**src/rtl/hdmi_pkg.sv**
```systemverilog
// hdmi_pkg: shared scheduler state encoding, 1080p60 default timing and a
// counter-width helper used by the timing generator.
package hdmi_pkg;

  typedef enum logic [1:0] {
    ST_IDLE = 2'd0,
    ST_ARM  = 2'd1,
    ST_RUN  = 2'd2
  } state_t;

  // 1080p60 (CEA-861) timing, pixel clock 148.5 MHz
  localparam int DEF_H_ACTIVE = 1920;
  localparam int DEF_H_FP     = 88;
  localparam int DEF_H_SYNC   = 44;
  localparam int DEF_H_BP     = 148;
  localparam int DEF_V_ACTIVE = 1080;
  localparam int DEF_V_FP     = 4;
  localparam int DEF_V_SYNC   = 5;
  localparam int DEF_V_BP     = 36;

  localparam int PIX_W = 24;
  localparam int UF_W  = 16;

  // Bits needed to hold the value n itself, so decode limits equal to the
  // total (zero back porch) still fit in the counter width.
  function automatic int cnt_width(input int n);
    return $clog2(n + 1);
  endfunction

endpackage

```
**src/rtl/video_timing_gen.sv**
```systemverilog
// video_timing_gen: horizontal/vertical raster counters and raw
// (undelayed) active/sync decode.
// Ports:
//   clk, rst_n   clock, asynchronous active-low reset
//   run          1 = counters free-run, 0 = counters held at (0,0)
//   active       current position is inside the active picture
//   hsync/vsync  raw active-high sync decode of the current position
//   origin       position is (0,0)
//   frame_end    position is (H_TOTAL-1, V_TOTAL-1)
module video_timing_gen
  import hdmi_pkg::*;
#(
  parameter int H_ACTIVE = DEF_H_ACTIVE,
  parameter int H_FP     = DEF_H_FP,
  parameter int H_SYNC   = DEF_H_SYNC,
  parameter int H_BP     = DEF_H_BP,
  parameter int V_ACTIVE = DEF_V_ACTIVE,
  parameter int V_FP     = DEF_V_FP,
  parameter int V_SYNC   = DEF_V_SYNC,
  parameter int V_BP     = DEF_V_BP
) (
  input  logic clk,
  input  logic rst_n,
  input  logic run,
  output logic active,
  output logic hsync,
  output logic vsync,
  output logic origin,
  output logic frame_end
);

  localparam int H_TOTAL = H_ACTIVE + H_FP + H_SYNC + H_BP;
  localparam int V_TOTAL = V_ACTIVE + V_FP + V_SYNC + V_BP;
  localparam int HW = cnt_width(H_TOTAL);
  localparam int VW = cnt_width(V_TOTAL);

  localparam logic [HW-1:0] H_LAST   = HW'(H_TOTAL - 1);
  localparam logic [HW-1:0] H_ACT    = HW'(H_ACTIVE);
  localparam logic [HW-1:0] HS_START = HW'(H_ACTIVE + H_FP);
  localparam logic [HW-1:0] HS_END   = HW'(H_ACTIVE + H_FP + H_SYNC);
  localparam logic [VW-1:0] V_LAST   = VW'(V_TOTAL - 1);
  localparam logic [VW-1:0] V_ACT    = VW'(V_ACTIVE);
  localparam logic [VW-1:0] VS_START = VW'(V_ACTIVE + V_FP);
  localparam logic [VW-1:0] VS_END   = VW'(V_ACTIVE + V_FP + V_SYNC);

  logic [HW-1:0] h_cnt;
  logic [VW-1:0] v_cnt;

  always_ff @(posedge clk or negedge rst_n) begin
    if (!rst_n) begin
      h_cnt <= '0;
      v_cnt <= '0;
    end else if (!run) begin
      h_cnt <= '0;
      v_cnt <= '0;
    end else if (h_cnt == H_LAST) begin
      h_cnt <= '0;
      v_cnt <= (v_cnt == V_LAST) ? '0 : v_cnt + VW'(1);
    end else begin
      h_cnt <= h_cnt + HW'(1);
    end
  end

  assign active    = (h_cnt < H_ACT) && (v_cnt < V_ACT);
  assign hsync     = (h_cnt >= HS_START) && (h_cnt < HS_END);
  assign vsync     = (v_cnt >= VS_START) && (v_cnt < VS_END);
  assign origin    = (h_cnt == '0) && (v_cnt == '0);
  assign frame_end = (h_cnt == H_LAST) && (v_cnt == V_LAST);

endmodule

```
**src/rtl/hdmi_pixel_scheduler.sv**
```systemverilog
// hdmi_pixel_scheduler: schedules pixel reads from a line buffer against the
// video raster and produces aligned sync / data-enable / pixel outputs.
// Ports:
//   tx_clock, tx_rst_n   pixel clock, async active-low reset (sync release)
//   enable               start/stop video; stop takes effect at frame end
//   pix_avail            buffer holds at least one line (gates RUN entry)
//   pix_req              read request, one pixel per high cycle
//   pix_data(_valid)     buffer response, one cycle after pix_req
//   vid_hsync/vsync/de   active-high timing outputs
//   vid_data             output pixel, 0 when missing or outside active
//   underflow_cnt        saturating count of missing pixels
//   busy                 state is not IDLE
//   fsm_state            current scheduler state (debug)
//
// Buffer handshake: pix_req is a request without backpressure; the buffer
// must answer every request cycle with pix_data_valid exactly one cycle
// later. A missing answer is an underflow; valid outside an expected slot
// is ignored.
//
// Pipeline: raster position at cycle t -> pix_req at t+1 -> pix_data at t+2
// -> vid_* at t+3. Syncs ride the same three stages so vid_de rises exactly
// two cycles after its pix_req in every state.
module hdmi_pixel_scheduler
  import hdmi_pkg::*;
#(
  parameter int H_ACTIVE = DEF_H_ACTIVE,
  parameter int H_FP     = DEF_H_FP,
  parameter int H_SYNC   = DEF_H_SYNC,
  parameter int H_BP     = DEF_H_BP,
  parameter int V_ACTIVE = DEF_V_ACTIVE,
  parameter int V_FP     = DEF_V_FP,
  parameter int V_SYNC   = DEF_V_SYNC,
  parameter int V_BP     = DEF_V_BP
) (
  input  logic             tx_clock,
  input  logic             tx_rst_n,
  input  logic             enable,
  input  logic             pix_avail,
  output logic             pix_req,
  input  logic [PIX_W-1:0] pix_data,
  input  logic             pix_data_valid,
  output logic             vid_hsync,
  output logic             vid_vsync,
  output logic             vid_de,
  output logic [PIX_W-1:0] vid_data,
  output logic [UF_W-1:0]  underflow_cnt,
  output logic             busy,
  output state_t           fsm_state
);

  // Reset: asserts asynchronously, releases two clock edges later.
  logic [1:0] rst_sync;
  logic       rst_n;

  always_ff @(posedge tx_clock or negedge tx_rst_n) begin
    if (!tx_rst_n) rst_sync <= '0;
    else           rst_sync <= {rst_sync[0], 1'b1};
  end

  assign rst_n = rst_sync[1];

  state_t state, state_nxt;
  logic   active, hsync, vsync, origin, frame_end;
  logic   slot1, hs1, vs1;
  logic   slot2, hs2, vs2;
  logic   miss, frame_uf;

  video_timing_gen #(
    .H_ACTIVE (H_ACTIVE),
    .H_FP     (H_FP),
    .H_SYNC   (H_SYNC),
    .H_BP     (H_BP),
    .V_ACTIVE (V_ACTIVE),
    .V_FP     (V_FP),
    .V_SYNC   (V_SYNC),
    .V_BP     (V_BP)
  ) u_timing (
    .clk       (tx_clock),
    .rst_n     (rst_n),
    .run       (state != ST_IDLE),
    .active    (active),
    .hsync     (hsync),
    .vsync     (vsync),
    .origin    (origin),
    .frame_end (frame_end)
  );

  always_ff @(posedge tx_clock or negedge rst_n) begin
    if (!rst_n) state <= ST_IDLE;
    else        state <= state_nxt;
  end

  // ARM->RUN is taken on the (0,0) cycle itself, so that pixel is requested.
  always_comb begin
    state_nxt = state;
    case (state)
      ST_IDLE: if (enable) state_nxt = ST_ARM;
      ST_ARM: begin
        if (origin && pix_avail && enable) state_nxt = ST_RUN;
        else if (frame_end && !enable)     state_nxt = ST_IDLE;
      end
      ST_RUN: begin
        if (frame_end) begin
          if (!enable)               state_nxt = ST_IDLE;
          else if (frame_uf || miss) state_nxt = ST_ARM;
        end
      end
      default: state_nxt = ST_IDLE;
    endcase
  end

  // A slot exists only for active positions scheduled in RUN (including the
  // origin cycle that enters RUN). In-flight stages drain after leaving RUN.
  always_ff @(posedge tx_clock or negedge rst_n) begin
    if (!rst_n) begin
      slot1     <= 1'b0;
      hs1       <= 1'b0;
      vs1       <= 1'b0;
      slot2     <= 1'b0;
      hs2       <= 1'b0;
      vs2       <= 1'b0;
      vid_de    <= 1'b0;
      vid_hsync <= 1'b0;
      vid_vsync <= 1'b0;
      vid_data  <= '0;
    end else begin
      slot1     <= active && (state_nxt == ST_RUN);
      hs1       <= hsync;
      vs1       <= vsync;
      slot2     <= slot1;
      hs2       <= hs1;
      vs2       <= vs1;
      vid_de    <= slot2;
      vid_hsync <= hs2;
      vid_vsync <= vs2;
      vid_data  <= (slot2 && pix_data_valid) ? pix_data : '0;
    end
  end

  assign pix_req = slot1;
  assign miss    = slot2 && !pix_data_valid;

  always_ff @(posedge tx_clock or negedge rst_n) begin
    if (!rst_n) begin
      underflow_cnt <= '0;
      frame_uf      <= 1'b0;
    end else begin
      if (miss && (underflow_cnt != {UF_W{1'b1}}))
        underflow_cnt <= underflow_cnt + UF_W'(1);
      // Per-frame flag feeds the resync decision; cleared once consumed.
      if (frame_end)  frame_uf <= 1'b0;
      else if (miss)  frame_uf <= 1'b1;
    end
  end

  assign busy      = (state != ST_IDLE);
  assign fsm_state = state;

endmodule
```
**config.mk**
```make
export PLATFORM = sky130hd
export DESIGN_NAME = hdmi_pixel_scheduler
export DESIGN_NICKNAME = d
export VERILOG_FILES = /design/src/rtl/hdmi_pkg.sv /design/src/rtl/video_timing_gen.sv /design/src/rtl/hdmi_pixel_scheduler.sv
export SDC_FILE = /design/constraint.sdc
export NUM_CORES = 1
export LEC_CHECK = 0
export BUFFER_PORTS_ARGS = -buffer_cell sky130_fd_sc_hd__buf_4
export CORE_UTILIZATION = 56
export CTS_BUF_LIST = sky130_fd_sc_hd__clkbuf_2 sky130_fd_sc_hd__clkbuf_4 sky130_fd_sc_hd__clkbuf_8
export CTS_CLUSTER_SIZE = 20
export DETAILED_ROUTE_END_ITERATION = 10
export PLACE_DENSITY = 0.84
export SYNTH_ARGS = -nofsm -noshare
export SYNTH_HDL_FRONTEND = slang
export SYNTH_SLANG_ARGS = --single-unit
```
**constraint.sdc**
```tcl
create_clock -name tx_clock -period 2.7 [get_ports tx_clock]
set_input_delay 0.135 -clock tx_clock [delete_from_list [all_inputs] [get_ports tx_clock]]
set_output_delay 0.135 -clock tx_clock [all_outputs]
set_load 0.02 [all_outputs]
```
Word-level counts from Yosys, hierarchy flattened
Index checks and enable logic that the tools add are counted.
{"block": "word_totals", "ff_bits": 77, "output_inout_bits": 47, "word_cells": 67}
{"block": "op_classes", "addsub": 3, "n_lt_le_gt_ge": 6, "n_eq_ne": 7, "mux": 15, "reduce_logical": 20}
{"cell": "$mux 11", "count": 3}
{"cell": "$mux 12", "count": 2}
{"cell": "$mux 24", "count": 1}
{"cell": "$lt 11x11->1 const B", "count": 2}
{"cell": "$add 16x1->16 const B", "count": 1}
{"cell": "$ne 16x16->1 const B", "count": 1}
{"cell": "$add 12x1->12 const B", "count": 1}
{"cell": "$eq 12x12->1 const B", "count": 1}
{"cell": "$ge 12x11->1 const B", "count": 1}
{"cell": "$logic_and 1x1->1", "count": 12}
{"cell": "$logic_not 12->1", "count": 1}
{"cell": "$lt 12x11->1 const B", "count": 1}
{"cell": "$lt 12x12->1 const B", "count": 1}
{"cell": "$mux 2", "count": 6}
{"cell": "$add 11x1->11 const B", "count": 1}
{"cell": "$eq 11x11->1 const B", "count": 1}
{"cell": "$ge 11x11->1 const B", "count": 1}
{"cell": "$logic_not 11->1", "count": 1}
{"cell": "$pmux 2 s3", "count": 1}
{"cell": "$eq 2x2->1 const B", "count": 2}
{"cell": "$reduce_bool 2->1", "count": 2}
{"cell": "$eq 2x1->1 const B", "count": 1}
{"cell": "$logic_not 1->1", "count": 2}
{"cell": "$logic_not 2->1", "count": 1}
{"cell": "3 further kinds", "count": 4}

Logic depth before layout (Yosys ltp)
Gate-level depths: netlist of run 1.
{"block": "depth", "ltp_word": 9, "depth_mapped": 8}

Hierarchy
A second synthesis of run 1 with hierarchy kept.
{"block": "hier_totals", "cells_unflattened": 317, "area_unflattened_um2": 3507.1}
{"module": "hdmi_pixel_scheduler", "n_inst": 1, "cells_per_inst": 157, "area_each_um2": 2058.2}
{"module": "video_timing_gen", "n_inst": 1, "cells_per_inst": 160, "area_each_um2": 1448.9}

Worst setup path before layout of run 1
OpenSTA, ideal clock, no wires.
{"block": "synth_timing", "kind": "reg2reg", "start": "register u_timing.v_cnt[0]", "end": "register u_timing.v_cnt[7]", "setup_time_ns": 0.127, "t_arrival_ns": 1.762, "t_required_ns": 2.573, "path_slack_ns": 0.810, "path_stages_with_launch": 9, "n_path_buf": 1, "period_less_slack_ns": 1.890, "path_cell_list": "dfrtp_1 inv_1 ha_1 or4b_4 o31ai_4 buf_6 nor2_1 nand2_1 o31ai_1"}
{"block": "synth_between", "elab_chain_len": 4, "elab_cells_between_ends": 5, "classes_between": "add/sub: 1; eq/ne: 1; mux: 3"}
{"element": "from (decl)", "line": "video_timing_gen.sv:47", "rtl": "logic [VW-1:0] v_cnt;"}
{"element": "from (signal assigned)", "line": "video_timing_gen.sv:58", "rtl": "v_cnt <= (v_cnt == V_LAST) ? '0 : v_cnt + VW'(1);"}
{"element": "$add 11x1->11 or $eq 11x11->1 (tied branches)", "line": "video_timing_gen.sv:58"}
{"element": "$mux 11 *", "line": "video_timing_gen.sv:58"}
{"element": "$mux 11 *", "line": "video_timing_gen.sv:56", "rtl": "end else if (h_cnt == H_LAST) begin"}
{"element": "$mux 11 *", "line": "video_timing_gen.sv:53", "rtl": "end else if (!run) begin"}
Every way passes the cells marked *; elsewhere a longest branch is shown, timed or not. The select of a mux whose other input is x is not followed.
A chain may end at the register's enable or synchronous reset.

Worst setup path in the final report of run 1
Same ends and word-level chain as after synthesis.

==> impl_metrics.env, run 1 <==
export IMPL_synth_area_mm2=0.00333
export IMPL_ys_seq_elements=77
export IMPL_report_final_slew_viol_count=0
export IMPL_grt_max_degree=76
export IMPL_tns_ps=0
export IMPL_crit_chain="inv_1, ha_1, or4b_4, o31ai_4, nor2_1, nand2_1, o31ai_1"
export IMPL_power_leakage_nw=2.04
export IMPL_fin_total_pwr_w=0.00265
export IMPL_final_area_mm2=0.00421
export IMPL_routed_wl_um=7150
export IMPL_period_share_pct=82.3
export IMPL_p_per_area_mw_per_mm2=630
export IMPL_path_max_fanout=11
export IMPL_start_util_pct=59.4
export IMPL_ir_worst_vdd_uv=303
export IMPL_cts_root_buf="clkbuf_8"
export IMPL_io_buffers=75
export IMPL_layout_nets=418
export IMPL_synth_area_leaders="dfrtp_1, and3_1, xnor2_1"
export IMPL_clockBufferDepth=2
export IMPL_place_congestion=0.844
export IMPL_die_h_um=79.1
export IMPL_yosys_most_used_dff="dfrtp_1"
export IMPL_cts_max_level=3
export IMPL_post_synth_cell_area_avg_um2=11.0
export IMPL_drt_vias_per_instance=5.76
export IMPL_place_area_mm2=0.00396
export IMPL_cts_resized=0
export IMPL_core_area_mm2=0.00561
export IMPL_n_antenna_cell=0
export IMPL_grt_pass1_wl_um=11800
export IMPL_synth_edf_count=0
export IMPL_grt_met2_usage_pct=41.0
export IMPL_slowest_stage="o31ai_4"
export IMPL_grtUsageTotal_pct=25.0
export IMPL_skew_ps=5.45
export IMPL_reg2regPathDepth=7
export IMPL_syn_nets=338
export IMPL_synth_top_area_share_pct=57.8
export IMPL_via_count=2657
export IMPL_drc=0
export IMPL_clk_pin_slew_worst_paths_ps=70
export IMPL_firstDrtPassIters=4
export IMPL_worst_r2r_endpoint="u_timing.v_cnt[7]$_DFFE_PN0P_"
export IMPL_whs_path_depth=2
export IMPL_fmax_ghz=0.450
export IMPL_synthCells=304
export IMPL_hold_slack_ps=29.4
export IMPL_die_area_mm2=0.00626
export IMPL_synth_cell_type_count=44
export IMPL_rows=27
export IMPL_holdCritPathClass="primary input to register"
export IMPL_r2r_slack_ps=480
export IMPL_tightestPinTransition_ps=883
export IMPL_first_iter_violations=202
export IMPL_ys_seq_area_share_pct=57.8
export IMPL_slew_headroom_pct=41.1
export IMPL_grt_pass1_vias=2461
export IMPL_async_flop_share_pct=100
export IMPL_holdPathEnd="vid_data[11]$_DFF_PN0_"
export IMPL_synth_top_cell_by_area="dfrtp_1"
export IMPL_busiest_layer="met2"
export IMPL_hold_viol_final=0
export IMPL_arrival_ps=2450
export IMPL_grtUsageMet1_pct=32.5
export IMPL_insertion_delay_ps=350
export IMPL_worstSetupEndpointType="register"
export IMPL_wl_per_cell_um=15.5
export IMPL_synth_warnings=0
export IMPL_met3_usage_pct=4.60
export IMPL_startpoint_type="register"
export IMPL_final_antenna_net_count=0
export IMPL_cap_violations=0
export IMPL_status="finished clean"
export IMPL_io_pins=76
export IMPL_post_cts_buffers=0
export IMPL_min_from="pix_data[11]"
export IMPL_slowest_delay_ps=510
export IMPL_drive_gt1_share_pct=26.7
export IMPL_gr_total_overflow=0
export IMPL_area_growth_pct=26.2
export IMPL_postCtsHoldBufs=1
export IMPL_grt_setup_unrepaired="false"
export IMPL_dieWidth_um=79.1
export IMPL_cts_tree="done"
export IMPL_path_buf_inv=1
export IMPL_fin_crit_ps=2220
export IMPL_path_delay_family="simple AND/OR/NAND/NOR gates"
export IMPL_worstSetupPathType="register to register"
export IMPL_cp_data_required_time_ps=2930
export IMPL_dp_hpwl_um=4930
export IMPL_clock_sinks=77
export IMPL_setup_viol=0
export IMPL_cts_inserted_buffers=9
export IMPL_antenna_found_initial=0
export IMPL_r2r_start="u_timing.v_cnt[0]$_DFFE_PN0P_"
-- metal layers --
metal,wire length (um),up-vias
met5,0,-
met1,3020,1298
met3,453,13
met2,3550,101
met4,130,0
li1,-,1245
-- sequential cells by signal, summed over array words and instances (netlist names) --
register and flops:
frame_uf 1, fsm_state 2, hs1 1, hs2 1, pix_req 1, rst_sync 2, slot2 1, u_timing.h_cnt 12
u_timing.v_cnt 11, underflow_cnt 16, vid_data 24, vid_de 1, vid_hsync 1, vid_vsync 1, vs1 1, vs2 1
-- stage by stage --
stage | std cells | worst slack [ps] | util, %
after CTS | 461 | 485 | 75.0
after global placement | 444 | 605 | 70.7
after detailed placement | 444 | 493 | 70.7
after global routing | 461 | 318 | 75.0
after floorplan | 304 | 397 | -
final | 461 | 478 | 75.0
-- layout make-up --
| class | count | area [um^2] |
|---|---|---|
| Inverter | 7 | 26.3 |
| Clock inverter | 3 | 67.6 |
| Tap cell | 72 | 90.1 |
| Fill cell | 376 | 1400 |
| Multi-Input combinational cell | 210 | 1330 |
| Clock buffer | 13 | 166 |
| Timing Repair Buffer | 79 | 596 |
| Sequential cell | 77 | 1930 |
-- cell usage after synthesis (2+ instances only) --
cell type / count
nand3_1: 16
a21oi_1: 7
and4_1: 6
a211oi_1: 2
o31ai_1: 5
nor2_1: 20
clkbuf_1: 8
dfrtp_1: 77
o21ai_1: 17
or3_1: 2
or4b_1: 2
clkinv_1: 2
ha_1: 5
inv_1: 5
nor3_1: 7
nand4_1: 13
nand2_1: 26
and2_1: 3
a31oi_1: 2
xnor2_1: 12
xor2_1: 11
and3_1: 27
nor2b_1: 4
nor4_1: 3
o21ai_0: 3
-- kinds of logic after synthesis --
| kind of cell | after synthesis | synth area share (%) |
|---|---|---|
| adders and majority gates | 5 | 1.88 |
| other | 1 | 0.113 |
| muxes | 2 | 0.676 |
| buffers and inverters | 17 | 2.18 |
| and+or+nand+nor | 139 | 23.8 |
| xor gates and xnor gates | 23 | 6.05 |
| AOI/OAI and AO/OA | 40 | 7.43 |
| DFF | 77 | 57.8 |
-- worst register-to-register path, cell delays in order (launching register included) --
cell     delay (ps)
dfrtp_1         440
inv_1            80
ha_1            180
or4b_4          500
o31ai_4         510
nor2_1          200
nand2_1         130
o31ai_1          70
-- how the worst max path moves through the flow --
| stage | endpoint | from | slack (ps) | depth (start not counted) |
|---|---|---|---|---|
| floorplan | frame_uf$_DFFE_PN0P_ | rst_sync[1]$_DFF_PN0_ | 400 | 0 |
| global placement | u_timing.v_cnt[7]$_DFFE_PN0P_ | u_timing.v_cnt[0]$_DFFE_PN0P_ | 600 | 7 |
| detailed placement | u_timing.v_cnt[7]$_DFFE_PN0P_ | u_timing.v_cnt[0]$_DFFE_PN0P_ | 490 | 7 |
| CTS | u_timing.v_cnt[7]$_DFFE_PN0P_ | u_timing.v_cnt[1]$_DFFE_PN0P_ | 480 | 7 |
| global route | u_timing.v_cnt[7]$_DFFE_PN0P_ | u_timing.v_cnt[1]$_DFFE_PN0P_ | 320 | 7 |
| finish | u_timing.v_cnt[7]$_DFFE_PN0P_ | u_timing.v_cnt[0]$_DFFE_PN0P_ | 480 | 7 |
-- power breakdown --
part	internal (W)	total, W	switching [W]	leakage [nW]
registers	0.00122	0.00130	0.0000763	0.991
clock network	0.000592	0.000990	0.000398	0.117
logic	0.000170	0.000362	0.000192	0.930
total	0.00198	0.00265	0.000666	2.04
-- layout by cell type, fill, tap and decap left out, drive strengths merged, types with 2 or more instances in the layout --
cell and count:
mux2 2, or3 2, o21ai 20, clkinv 2, inv 5, xor2 11
or2 2, nand3 16, nand4 13, and3 27, xnor2 12, a31oi 2
a211oi 2, and4 6, nor4 5, or4b 3, o31ai 6, dfrtp 77
nand2 26, clkbuf 13, nor3 8, nor2 20, nor2b 4, buf 78
a21oi 7, bufinv 2, nand2b 2, and2 3, ha 5
Note: power is estimated with default switching activity, not from simulation.
==> inputs of run 2 (changes only) <==
--- a/config.mk
+++ b/config.mk
@@ -6,11 +6,11 @@
 export NUM_CORES = 1
 export LEC_CHECK = 0
 export BUFFER_PORTS_ARGS = -buffer_cell sky130_fd_sc_hd__buf_4
-export CORE_UTILIZATION = 56
+export CORE_UTILIZATION = 50
 export CTS_BUF_LIST = sky130_fd_sc_hd__clkbuf_2 sky130_fd_sc_hd__clkbuf_4 sky130_fd_sc_hd__clkbuf_8
 export CTS_CLUSTER_SIZE = 20
 export DETAILED_ROUTE_END_ITERATION = 10
-export PLACE_DENSITY = 0.84
+export PLACE_DENSITY = 0.8
 export SYNTH_ARGS = -nofsm -noshare
 export SYNTH_HDL_FRONTEND = slang
 export SYNTH_SLANG_ARGS = --single-unit
==> constraint.sdc (replaced) <==
create_clock -name tx_clock -period 2 [get_ports tx_clock]
set_input_delay 0.1 -clock tx_clock [delete_from_list [all_inputs] [get_ports tx_clock]]
set_output_delay 0.1 -clock tx_clock [all_outputs]
set_load 0.02 [all_outputs]
==> run 2 against run 1 <==
  * The run now ends with negative setup slack left
  * Largest cell class unchanged
  * Clock power rose by 44%
  * Cell count increased by 9.1%
  * Highest routed layer unchanged
  * Core utilization decreased by 3.4 points
==> impl_metrics.env, run 2 (synthesis results as in run 1) <==
export IMPL_cts_max_level=3
export IMPL_finalWorstSetupSlack_ps=-42.7
export IMPL_gr_total_overflow=0
export IMPL_via_count=2803
export IMPL_power_leakage_nw=2.23
export IMPL_fin_crit_ps=2040
export IMPL_slew_headroom_pct=60.8
export IMPL_first_iter_violations=140
export IMPL_holdCritPathClass="primary input to register"
export IMPL_n_antenna_cell=0
export IMPL_firstDrtPassIters=4
export IMPL_arrival_ps=2260
export IMPL_wl_per_cell_um=15.8
export IMPL_drt_vias_per_instance=5.57
export IMPL_die_area_mm2=0.00699
export IMPL_tightestPinTransition_ps=588
export IMPL_layout_common_cells="buf_4, dfrtp_1, and3_1"
export IMPL_violations="negative setup slack"
export IMPL_grt_pass1_vias=2822
export IMPL_skew_ps=9.84
export IMPL_final_area_mm2=0.00457
export IMPL_fmax_ghz=0.490
export IMPL_cp_data_required_time_ps=2220
export IMPL_largest_register="vid_data"
export IMPL_setup_viol=6
export IMPL_die_h_um=83.6
export IMPL_cts_tree="done"
export IMPL_final_antenna_net_count=0
export IMPL_routed_wl_um=7950
export IMPL_layout_nets=456
export IMPL_met2RoutedLength_um=4010
export IMPL_area_growth_pct=37.2
export IMPL_cts_inserted_buffers=9
export IMPL_cts_root_buf="clkbuf_8"
export IMPL_start_util_pct=52.2
export IMPL_clk_pin_slew_worst_paths_ps=80
export IMPL_worstSetupEndpointType="register"
export IMPL_cap_violations=0
export IMPL_largest_reg_flops=24
export IMPL_tns_ps=-85.4
export IMPL_drive_gt1_share_pct=30.8
export IMPL_core_area_mm2=0.00639
export IMPL_grtUsageTotal_pct=23.9
export IMPL_grt_setup_unrepaired="true"
export IMPL_clockBufferDepth=2
export IMPL_report_final_slew_viol_count=0
export IMPL_insertion_delay_ps=340
export IMPL_io_buffers=75
export IMPL_ir_worst_vdd_uv=566
export IMPL_place_congestion=0.900
export IMPL_drc=0
export IMPL_top_layer="met4"
export IMPL_dp_hpwl_um=5330
export IMPL_startpoint_type="register"
export IMPL_p_per_area_mw_per_mm2=806
export IMPL_met3WireLength_um=509
export IMPL_grt_pass1_wl_um=13300
export IMPL_period_share_pct=102
export IMPL_top_regs="vid_data: 24 flops, underflow_cnt: 16 flops, u_timing.h_cnt: 12 flops"
export IMPL_io_pins=76
export IMPL_clock_sinks=77
export IMPL_rows=29
export IMPL_final_common_cell="buf_4"
export IMPL_hold_viol_final=0
export IMPL_n_fill_cell=447
export IMPL_routedLengthMet1_um=3400
export IMPL_dieWidth_um=83.6
export IMPL_status="finished with violations"
export IMPL_worstSetupPathType="register to register"
export IMPL_path_max_fanout=5
export IMPL_grt_max_degree=51
export IMPL_place_area_mm2=0.00413
export IMPL_antenna_found_initial=0
run 2: changes by cell type in the layout (fill, tap and decap cells not counted), sizes merged:
cell         previous run  this run
buf                    78       102
clkinv                  2         3
clkbuf                 13        10
bufinv                  2         3
dlygate4sd3             1        15
clkinvlp                1         0
inv                     5         6
run 2: layer usage:
layer | global-route usage (%) | vias to the layer above
met2 | 41.2 | 122
met3 | 5.54 | 4
met4 | 5.70 | 0
met5 | 0 | -
li1 | - | 1320
met1 | 30.7 | 1357
run 2: worst paths after layout:
check	from	endpoint	slack (ps)	depth (start not counted)
hold / removal	pix_data[0]	vid_data[0]$_DFF_PN0_	10	2
min in group asynchronous	tx_rst_n	rst_sync[1]$_DFF_PN0_	80	2
setup reg to reg	u_timing.v_cnt[0]$_DFFE_PN0P_	u_timing.v_cnt[3]$_DFFE_PN0P_	-40	8
hold reg to reg	rst_sync[1]$_DFF_PN0_	vid_data[15]$_DFF_PN0_	260	0
setup / recovery	u_timing.v_cnt[0]$_DFFE_PN0P_	u_timing.v_cnt[3]$_DFFE_PN0P_	-40	8
max in group asynchronous	rst_sync[1]$_DFF_PN0_	u_timing.h_cnt[9]$_DFF_PN0_	1060	1
run 2: where the power goes:
group | total [W] | switching (W) | internal, W
combinational | 0.000502 | 0.000250 | 0.000252
sequential | 0.00175 | 0.000108 | 0.00165
clock | 0.00143 | 0.000566 | 0.000863
run 2: through the flow:
stage / cells / setup slack [ps] / total power [W] / utilization, % / hold slack, ps
2_1_floorplan: 304 / 110 / 0.00203 / - / -196
3_3_place_gp: 469 / 72.9 / 0.00225 / 64.7 / -117
3_5_place_dp: 469 / -63.0 / 0.00227 / 64.7 / -116
4_1_cts: 501 / -21.6 / 0.00372 / 71.2 / 0.741
5_1_grt: 503 / -103 / 0.00384 / 71.6 / 3.13
6_report: 503 / -42.7 / 0.00369 / 71.6 / 11.3
run 2: timing repair:
action | in CTS | in global routing
hold endpoints to repair | 16 | 0
hold buffers | 15 | 0
setup buffers | 1 | 2
setup endpoints to repair | 8 | 11
resized for setup | 3 | 3
gates cloned | 1 | 0
pin swaps | 3 | 3
run 2: cell type report:
class,instances,area (um^2),area share (%)
inverter,7,26.3,0.575
tap,77,96.3,2.11
multi-input combinational,210,1340,29.4
sequential,77,1930,42.2
clock inverter,5,108,2.35
clock buffer,10,138,3.01
timing repair buffer,117,932,20.4
run 2: worst max-delay path, stage by stage, from the launching register on:
cell     delay (ps)
dfrtp_1         390
inv_1            70
ha_2            160
or4b_4          490
o31ai_4         340
buf_6           170
nor2b_1          50
o21ai_1         140
o31ai_1         100
